**src/rtl/clock_timer_bank.sv**
```systemverilog
// Shared tick prescaler, tick-rate square wave and N_CH independent down-counting
// timers (one-shot or periodic) for pulse-sequence timing.
//
// state  | meaning
// IDLE   | stopped, nothing pending
// RUN    | counting down on each tick
// DONE   | one-shot expired (or zero count); timeup held until start/stop
module clock_timer_bank #(
    parameter int N_CH     = 4,
    parameter int TW       = 16,
    parameter int TICK_DIV = 4000
) (
    input  logic                 GLA,
    input  logic                 rst_n,
    input  logic [N_CH-1:0]      start,
    input  logic [N_CH-1:0]      stop,
    input  logic [N_CH-1:0]      mode,
    input  logic [N_CH*TW-1:0]   timer_para,
    output logic                 tick,
    output logic                 clock_10khz,
    output logic [N_CH-1:0]      busy,
    output logic [N_CH-1:0]      timeup,
    output logic [N_CH-1:0]      expire
);

    localparam int PW = $clog2(TICK_DIV);
    localparam logic [PW-1:0] PMAX = PW'(TICK_DIV - 1);
    localparam logic [PW-1:0] HALF = PW'(TICK_DIV / 2);

    localparam logic [1:0] S_IDLE = 2'b00;
    localparam logic [1:0] S_RUN  = 2'b01;
    localparam logic [1:0] S_DONE = 2'b10;

    logic [PW-1:0] pcnt;
    logic [PW-1:0] pcnt_nxt;
    logic          tick_en;

    // Channels act on tick_en so expire lands in the same cycle as the tick output.
    assign tick_en  = (pcnt == PMAX);
    assign pcnt_nxt = tick_en ? '0 : pcnt + PW'(1);

    // clock_10khz follows pcnt_nxt so its rising edge leads tick by TICK_DIV/2.
    always_ff @(posedge GLA or negedge rst_n) begin
        if (!rst_n) begin
            pcnt        <= '0;
            tick        <= 1'b0;
            clock_10khz <= 1'b0;
        end else begin
            pcnt        <= pcnt_nxt;
            tick        <= tick_en;
            clock_10khz <= (pcnt_nxt >= HALF);
        end
    end

    for (genvar k = 0; k < N_CH; k++) begin : g_ch
        logic [1:0]    state;
        logic [TW-1:0] period;
        logic [TW-1:0] cnt;
        logic          per_mode;
        logic          expire_r;
        logic [TW-1:0] para;

        assign para = timer_para[k*TW +: TW];

        always_ff @(posedge GLA or negedge rst_n) begin
            if (!rst_n) begin
                state    <= S_IDLE;
                period   <= '0;
                cnt      <= '0;
                per_mode <= 1'b0;
                expire_r <= 1'b0;
            end else begin
                expire_r <= 1'b0;
                if (stop[k]) begin
                    state <= S_IDLE;
                    cnt   <= '0;
                end else if (start[k]) begin
                    period   <= para;
                    per_mode <= mode[k];
                    cnt      <= para;
                    if (para == '0) begin
                        state    <= S_DONE;
                        expire_r <= 1'b1;
                    end else begin
                        state <= S_RUN;
                    end
                end else if (state == S_RUN && tick_en) begin
                    if (cnt == TW'(1)) begin
                        expire_r <= 1'b1;
                        if (per_mode) begin
                            cnt <= period;
                        end else begin
                            cnt   <= '0;
                            state <= S_DONE;
                        end
                    end else begin
                        cnt <= cnt - TW'(1);
                    end
                end
            end
        end

        // Encoding puts busy and timeup directly on state flops.
        assign busy[k]   = state[0];
        assign timeup[k] = state[1];
        assign expire[k] = expire_r;
    end

endmodule

```
**config.mk**
```make
export PLATFORM = sky130hd
export DESIGN_NAME = clock_timer_bank
export DESIGN_NICKNAME = d
export VERILOG_FILES = /design/src/rtl/clock_timer_bank.sv
export SDC_FILE = /design/constraint.sdc
export NUM_CORES = 1
export LEC_CHECK = 0
export CORE_MARGIN = 2
export CORE_UTILIZATION = 60
export DETAILED_ROUTE_END_ITERATION = 8
export GPL_TIMING_DRIVEN = 0
export PLACE_DENSITY_LB_ADDON = 0.12
export SLEW_MARGIN = 20
export SYNTH_ARGS = -nofsm -noshare
export SYNTH_HDL_FRONTEND = slang
export SYNTH_SLANG_ARGS = --single-unit
```
**constraint.sdc**
```tcl
create_clock -name GLA -period 3.4 [get_ports GLA]
set_input_delay 0.51 -clock GLA [delete_from_list [all_inputs] [get_ports GLA]]
set_output_delay 0.51 -clock GLA [all_outputs]
set_load 0.01 [all_outputs]
```
; ---- Yosys cells after proc, flatten, opt, wreduce, memory -nomap -nowiden
; Index checks and enable logic that the tools add are counted.
; W data, S select, Z words.
[totals]
input_bits = 78
output_inout_bits = 14
elab_cells = 135
regBits = 158
[op_classes]
n_lt_le_gt_ge = 1
muxes = 65
n_eq_ne = 13
reduce_logical = 24
bitwise_logic = 4
n_addsub = 5
[op_table]
columns = cell, n
row1 = $mux W16, 20
row2 = $eq A16 B1 Y1 const B, 4
row3 = $logic_not A16 Y1, 4
row4 = $sub A16 B1 Y16 const B, 4
row5 = $mux W2, 24
row6 = $reduce_bool A3 Y1, 8
row7 = $mux W1, 20
row8 = $add A12 B1 Y12 const B, 1
row9 = $eq A12 B12 Y1 const B, 1
row10 = $ge A12 B11 Y1 const B, 1
row11 = $mux W12, 1
row12 = $ne A3 B3 Y1 const B, 4
row13 = $reduce_and A3 Y1, 4
row14 = $eq A2 B1 Y1 const B, 4
row15 = $reduce_and A2 Y1, 4
row16 = $logic_and A1 B1 Y1, 4
row17 = $not A1 Y1, 4

; ---- Depth between registers and ports, before layout
[depth]
word_depth = 5
mapped_depth = 11
depth_no_buf = 9

; ---- Least setup slack after synthesis
; Ideal clock, no wire load.
[synth_path]
kind = register -> register
start = reg g_ch[3].cnt[4]
end = reg g_ch[3].cnt[0]
path_stages_with_launch = 8
slack_ps = 1113
path_buffers = 2
period_less_slack_ps = 2287
setup_time_ps = 111
required_time_ps = 3289
t_arrival_ps = 2175
cell_sequence = dfrtp_1 -> or4_4 -> nor4_4 -> and4b_1 -> buf_4 -> buf_8 -> a31oi_1 -> a2111oi_2
[synth_between]
elab_chain_len = 5
[synth_rtl]
columns = item, line_no
row1 = "start, declared", 58  ; logic [TW-1:0] cnt;
row2 = "start signal, assigned", 80  ; cnt <= para;
row3 = "start signal, assigned", 91  ; cnt <= period;
row4 = "start signal, assigned", 97  ; cnt <= cnt - TW'(1);
row5 = $eq A16 B1 Y1, 88  ; if (cnt == TW'(1)) begin
row6 = $mux W16, 88
row7 = $mux W16, 87  ; end else if (state == S_RUN && tick_en) begin
row8 = $mux W16, 77  ; end else if (start[k]) begin
row9 = $mux W16, 74  ; if (stop[k]) begin
; Every way passes these cells. The select of a mux whose other input is x is not followed.
; A chain may end at the register's enable or synchronous reset.

; ---- Final worst setup path
[layout_path]
start = reg pcnt[0]
end = reg g_ch[0].cnt[7]
[layout_between]
elab_chain_len = 3
[layout_rtl]
columns = item, line_no
row1 = "start, declared", 34  ; logic [PW-1:0] pcnt;
row2 = "start signal, assigned", 49  ; pcnt <= pcnt_nxt;
row3 = $eq A12 B12 Y1, 39  ; assign tick_en = (pcnt == PMAX);
row4 = via tick_en, 36  ; logic tick_en;
row5 = $logic_and A1 B1 Y1, 87
row6 = $reduce_bool A3 Y1 (no source line), --
row7 = "end signal, assigned", 80
row8 = "end signal, assigned", 91
row9 = "end signal, assigned", 97
row10 = "end, declared", 58
; The timed path passes the listed nets, and every way through them passes these cells.

==> impl_metrics.json <==
{
  "start_kind": "flip-flop",
  "drtPass1Iterations": 6,
  "pwr-share-comb_pct": 16.0,
  "hold_viol": 0,
  "rows": 44,
  "syn-cell-area_um2": 9015,
  "r2r-end": "g_ch[0].cnt[7]",
  "rsz0062_at_grt": "false",
  "h-tree-depth": 4,
  "clkPwrFrac_pct": 39.7,
  "yosys.area.top_type": "dfrtp_1",
  "finalClockSkew_ns": 0.01202,
  "vias": 8807,
  "layout-drive-gt1-share_pct": 5.560,
  "synthXorXnorAreaFrac_pct": 3.012,
  "die_w_um": 126.6,
  "ff2ff_setup_slack_ns": 0.34,
  "initial_core_util_pct": 61.79,
  "seq_area_um2": 3954,
  "tns_ns": 0,
  "portBuffers": 88,
  "fin_area_um2": 10790,
  "maxCapViolCount": 0,
  "whs_ns": 0.4712,
  "slew_violations": 0,
  "reg2reg_depth": 11,
  "gp_congestion": 0.9515,
  "ioPinCount": 92,
  "grt_util_all_layers_pct": 32.35,
  "fp.dieArea_um2": 16020,
  "timing.critical_path.from": "pcnt[0]",
  "synth_compound_area_share_pct": 19.53,
  "yosysSeqAreaShare_pct": 43.86,
  "seqPwrFrac_pct": 44.3,
  "stdcell_count": 1389,
  "worstHoldPathType": "flip-flop to flip-flop",
  "cellInternalPower_mw": 3.481,
  "wl_per_cell_um": 18.20,
  "drtAntennaViolNets": 0,
  "clock-sinks": 158,
  "required_ns": 3.75,
  "final_nets": 1279,
  "grt_overflow": 0,
  "fillerInstances": 1143,
  "grt_max_degree": 63,
  "clk_latency_ns": 0.44,
  "coreArea_um2": 14590,
  "max_clock_freq_mhz": 327.1,
  "synth.avg_cell_area_um2": 8.332,
  "synth_cell_types": 72,
  "final_common_cell": "nand2_1",
  "worstPathArrival_ns": 3.41,
  "crit_end": "g_ch[0].cnt[7]",
  "ys_ff_latch": 158,
  "synth_fa_ha_area_share_pct": 1.249,
  "ys_warn_count": 0,
  "final_cell_mix": "nand2_1, dfrtp_1, clkdlybuf4s50_1",
  "antenna_found_initial": 0,
  "grt_pass1_vias": 8448,
  "synth_async_sr_flop_share_pct": 100.0,
  "syn_nets": 1169,
  "clockBufferDepth": 2,
  "vdd_drop_max_mv": 0.4070,
  "period_share_pct": 89.91,
  "cts_tree": "yes",
  "diodes": 0,
  "multiInputGateArea_um2": 4647,
  "critical_path_class": "flip-flop to flip-flop",
  "cp-end-kind": "flip-flop",
  "netlist_instances": 1082,
  "synth_top_family_by_area": "simple AND/OR/NAND/NOR gates",
  "area_delta_synth_final_pct": 19.65,
  "drc": 0,
  "die_h_um": 126.6,
  "yosys.area_share.simple_pct": 27.08,
  "grt_pass1_wl_um": 41940,
  "synth_edf_count": 0,
  "crit_fanout": 10,
  "slew_headroom_pct": 42.62,
  "dp.cells": 1356,
  "cts.clk_slew.worst_paths_ns": 0.07,
  "status": "complete, no violations",
  "setup_violations": 0,
  "clockRootBuffer": "clkbuf_16",
  "drt_iter0_markers": 840,
  "avgViaCountPerCell": 6.341,
  "worstMarginPinSlew_ns": 0.8529,
  "total_power_mw": 4.886,
  "p_per_area_nw_per_um2": 453.0,
  "fin_crit_ns": 3.057,
  "synth_top_area_share_pct": 43.86,
  "synth_mux_area_share_pct": 0.6801,
  "p_switching_mw": 1.405,
  "cts_made_buffers": 17,
  "synth_area_leaders": "dfrtp_1, nand2_1, a21oi_1",
  "r2r-start": "pcnt[0]",
  "swShare_pct": 28.75,
  "leakage_nw": 4.640,
  "dp_hpwl_um": 17500,
  "placed_area_um2": 10190,
  "wirelength_um": 25280,
  "synthFlopType": "dfrtp_1"
}
-- per-stage QoR --
step | utilization [%] | worst slack, ns
2_1_floorplan | - | 1.113
3_3_place_gp | 69.41 | -4.640
3_5_place_dp | 69.82 | 0.4825
4_1_cts | 73.94 | 0.4704
5_1_grt | 73.94 | 0.2199
6_report | 73.94 | 0.3431
-- layer usage --
metal | up-vias | wire length, um | track usage [%] | part of all wire, %
li1 | 4118 | - | - | -
met1 | 4167 | 10840 | 44.21 | 43
met2 | 449 | 11740 | 51.12 | 46
met3 | 73 | 2052 | 7.128 | 8.1
met4 | 0 | 646 | 11.76 | 2.6
met5 | - | 0 | 0 | 0
-- sequential cells by signal, summed over array words and instances, names as in the netlist --
signal	count
tick	1
g_ch.per_mode	4
clock_10khz	1
g_ch.cnt	64
g_ch.period	64
g_ch.state	8
g_ch.expire_r	4
pcnt	12
-- cell usage after synthesis, types with 12 or more instances --
cell type	n
o21ai_0	64
nand2_1	242
a31oi_1	19
o31ai_1	15
a22oi_1	13
and3_1	16
dfrtp_1	158
xnor2_1	12
inv_1	27
nand3_1	35
xor2_1	19
nor2_1	73
nor4_1	30
a21oi_1	68
nor3_1	32
clkbuf_1	56
nand4_1	13
-- area by class of cell --
class / instances / area share [%]
well taps: 184 / 2.134
flip-flops and latches: 158 / 36.65
clock buffers: 20 / 4.234
multi-input cells: 825 / 43.08
inverters: 28 / 0.9744
clock inverters: 12 / 1.241
repair buffers: 91 / 8.816
plain buffers: 71 / 2.865
-- repair_timing --
action | in CTS | in global routing
hold buffers | 1 | 0
resized for setup | 0 | 0
endpoints found under the hold margin | 36 | 0
buffers inserted | 0 | 0
-- power groups by stage --
stage	registers [mW]	clock network, mW	logic (mW)
6_report	2.17	1.94	0.781
5_1_grt	2.18	2.02	0.873
4_1_cts	2.16	1.95	0.771
3_5_place_dp	2.19	0	0.765
3_3_place_gp	2.19	0	0.737
2_1_floorplan	2.16	0	0.466
-- worst max-delay path, stage by stage (launching register included) --
cell and delay, ns:
dfrtp_1 0.40, ha_1 0.21, nand3_1 0.17, nor2_1 0.33, nand2_1 0.17, inv_2 0.16, buf_2 0.28, nand3b_1 0.37
clkbuf_1 0.38, nor2_1 0.24, o21ai_0 0.12, a31oi_1 0.13
-- kinds of logic (layout without fill, tap and decap cells) --
| family | after synthesis | after routing |
|---|---|---|
| buf+inv | 99 | 222 |
| mux | 6 | 6 |
| fa+ha+maj | 9 | 9 |
| compound gates | 269 | 269 |
| flops | 158 | 158 |
| simple gates | 510 | 510 |
| xor+xnor | 31 | 31 |
-- worst min path at each step --
stage	start	to	slack (ns)	depth (start not counted)
5_1_grt	g_ch[3].period[11]	g_ch[3].period[11]	0.49	2
6_report	g_ch[0].period[7]	g_ch[0].period[7]	0.47	2
4_1_cts	g_ch[0].period[7]	g_ch[0].period[7]	0.47	2
3_5_place_dp	rst_n	g_ch[3].period[15]	0.40	1
2_1_floorplan	rst_n	clock_10khz	0.21	0
3_3_place_gp	g_ch[3].period[8]	g_ch[3].period[8]	0.45	2
No activity file was read; power rests on OpenSTA's default activity.
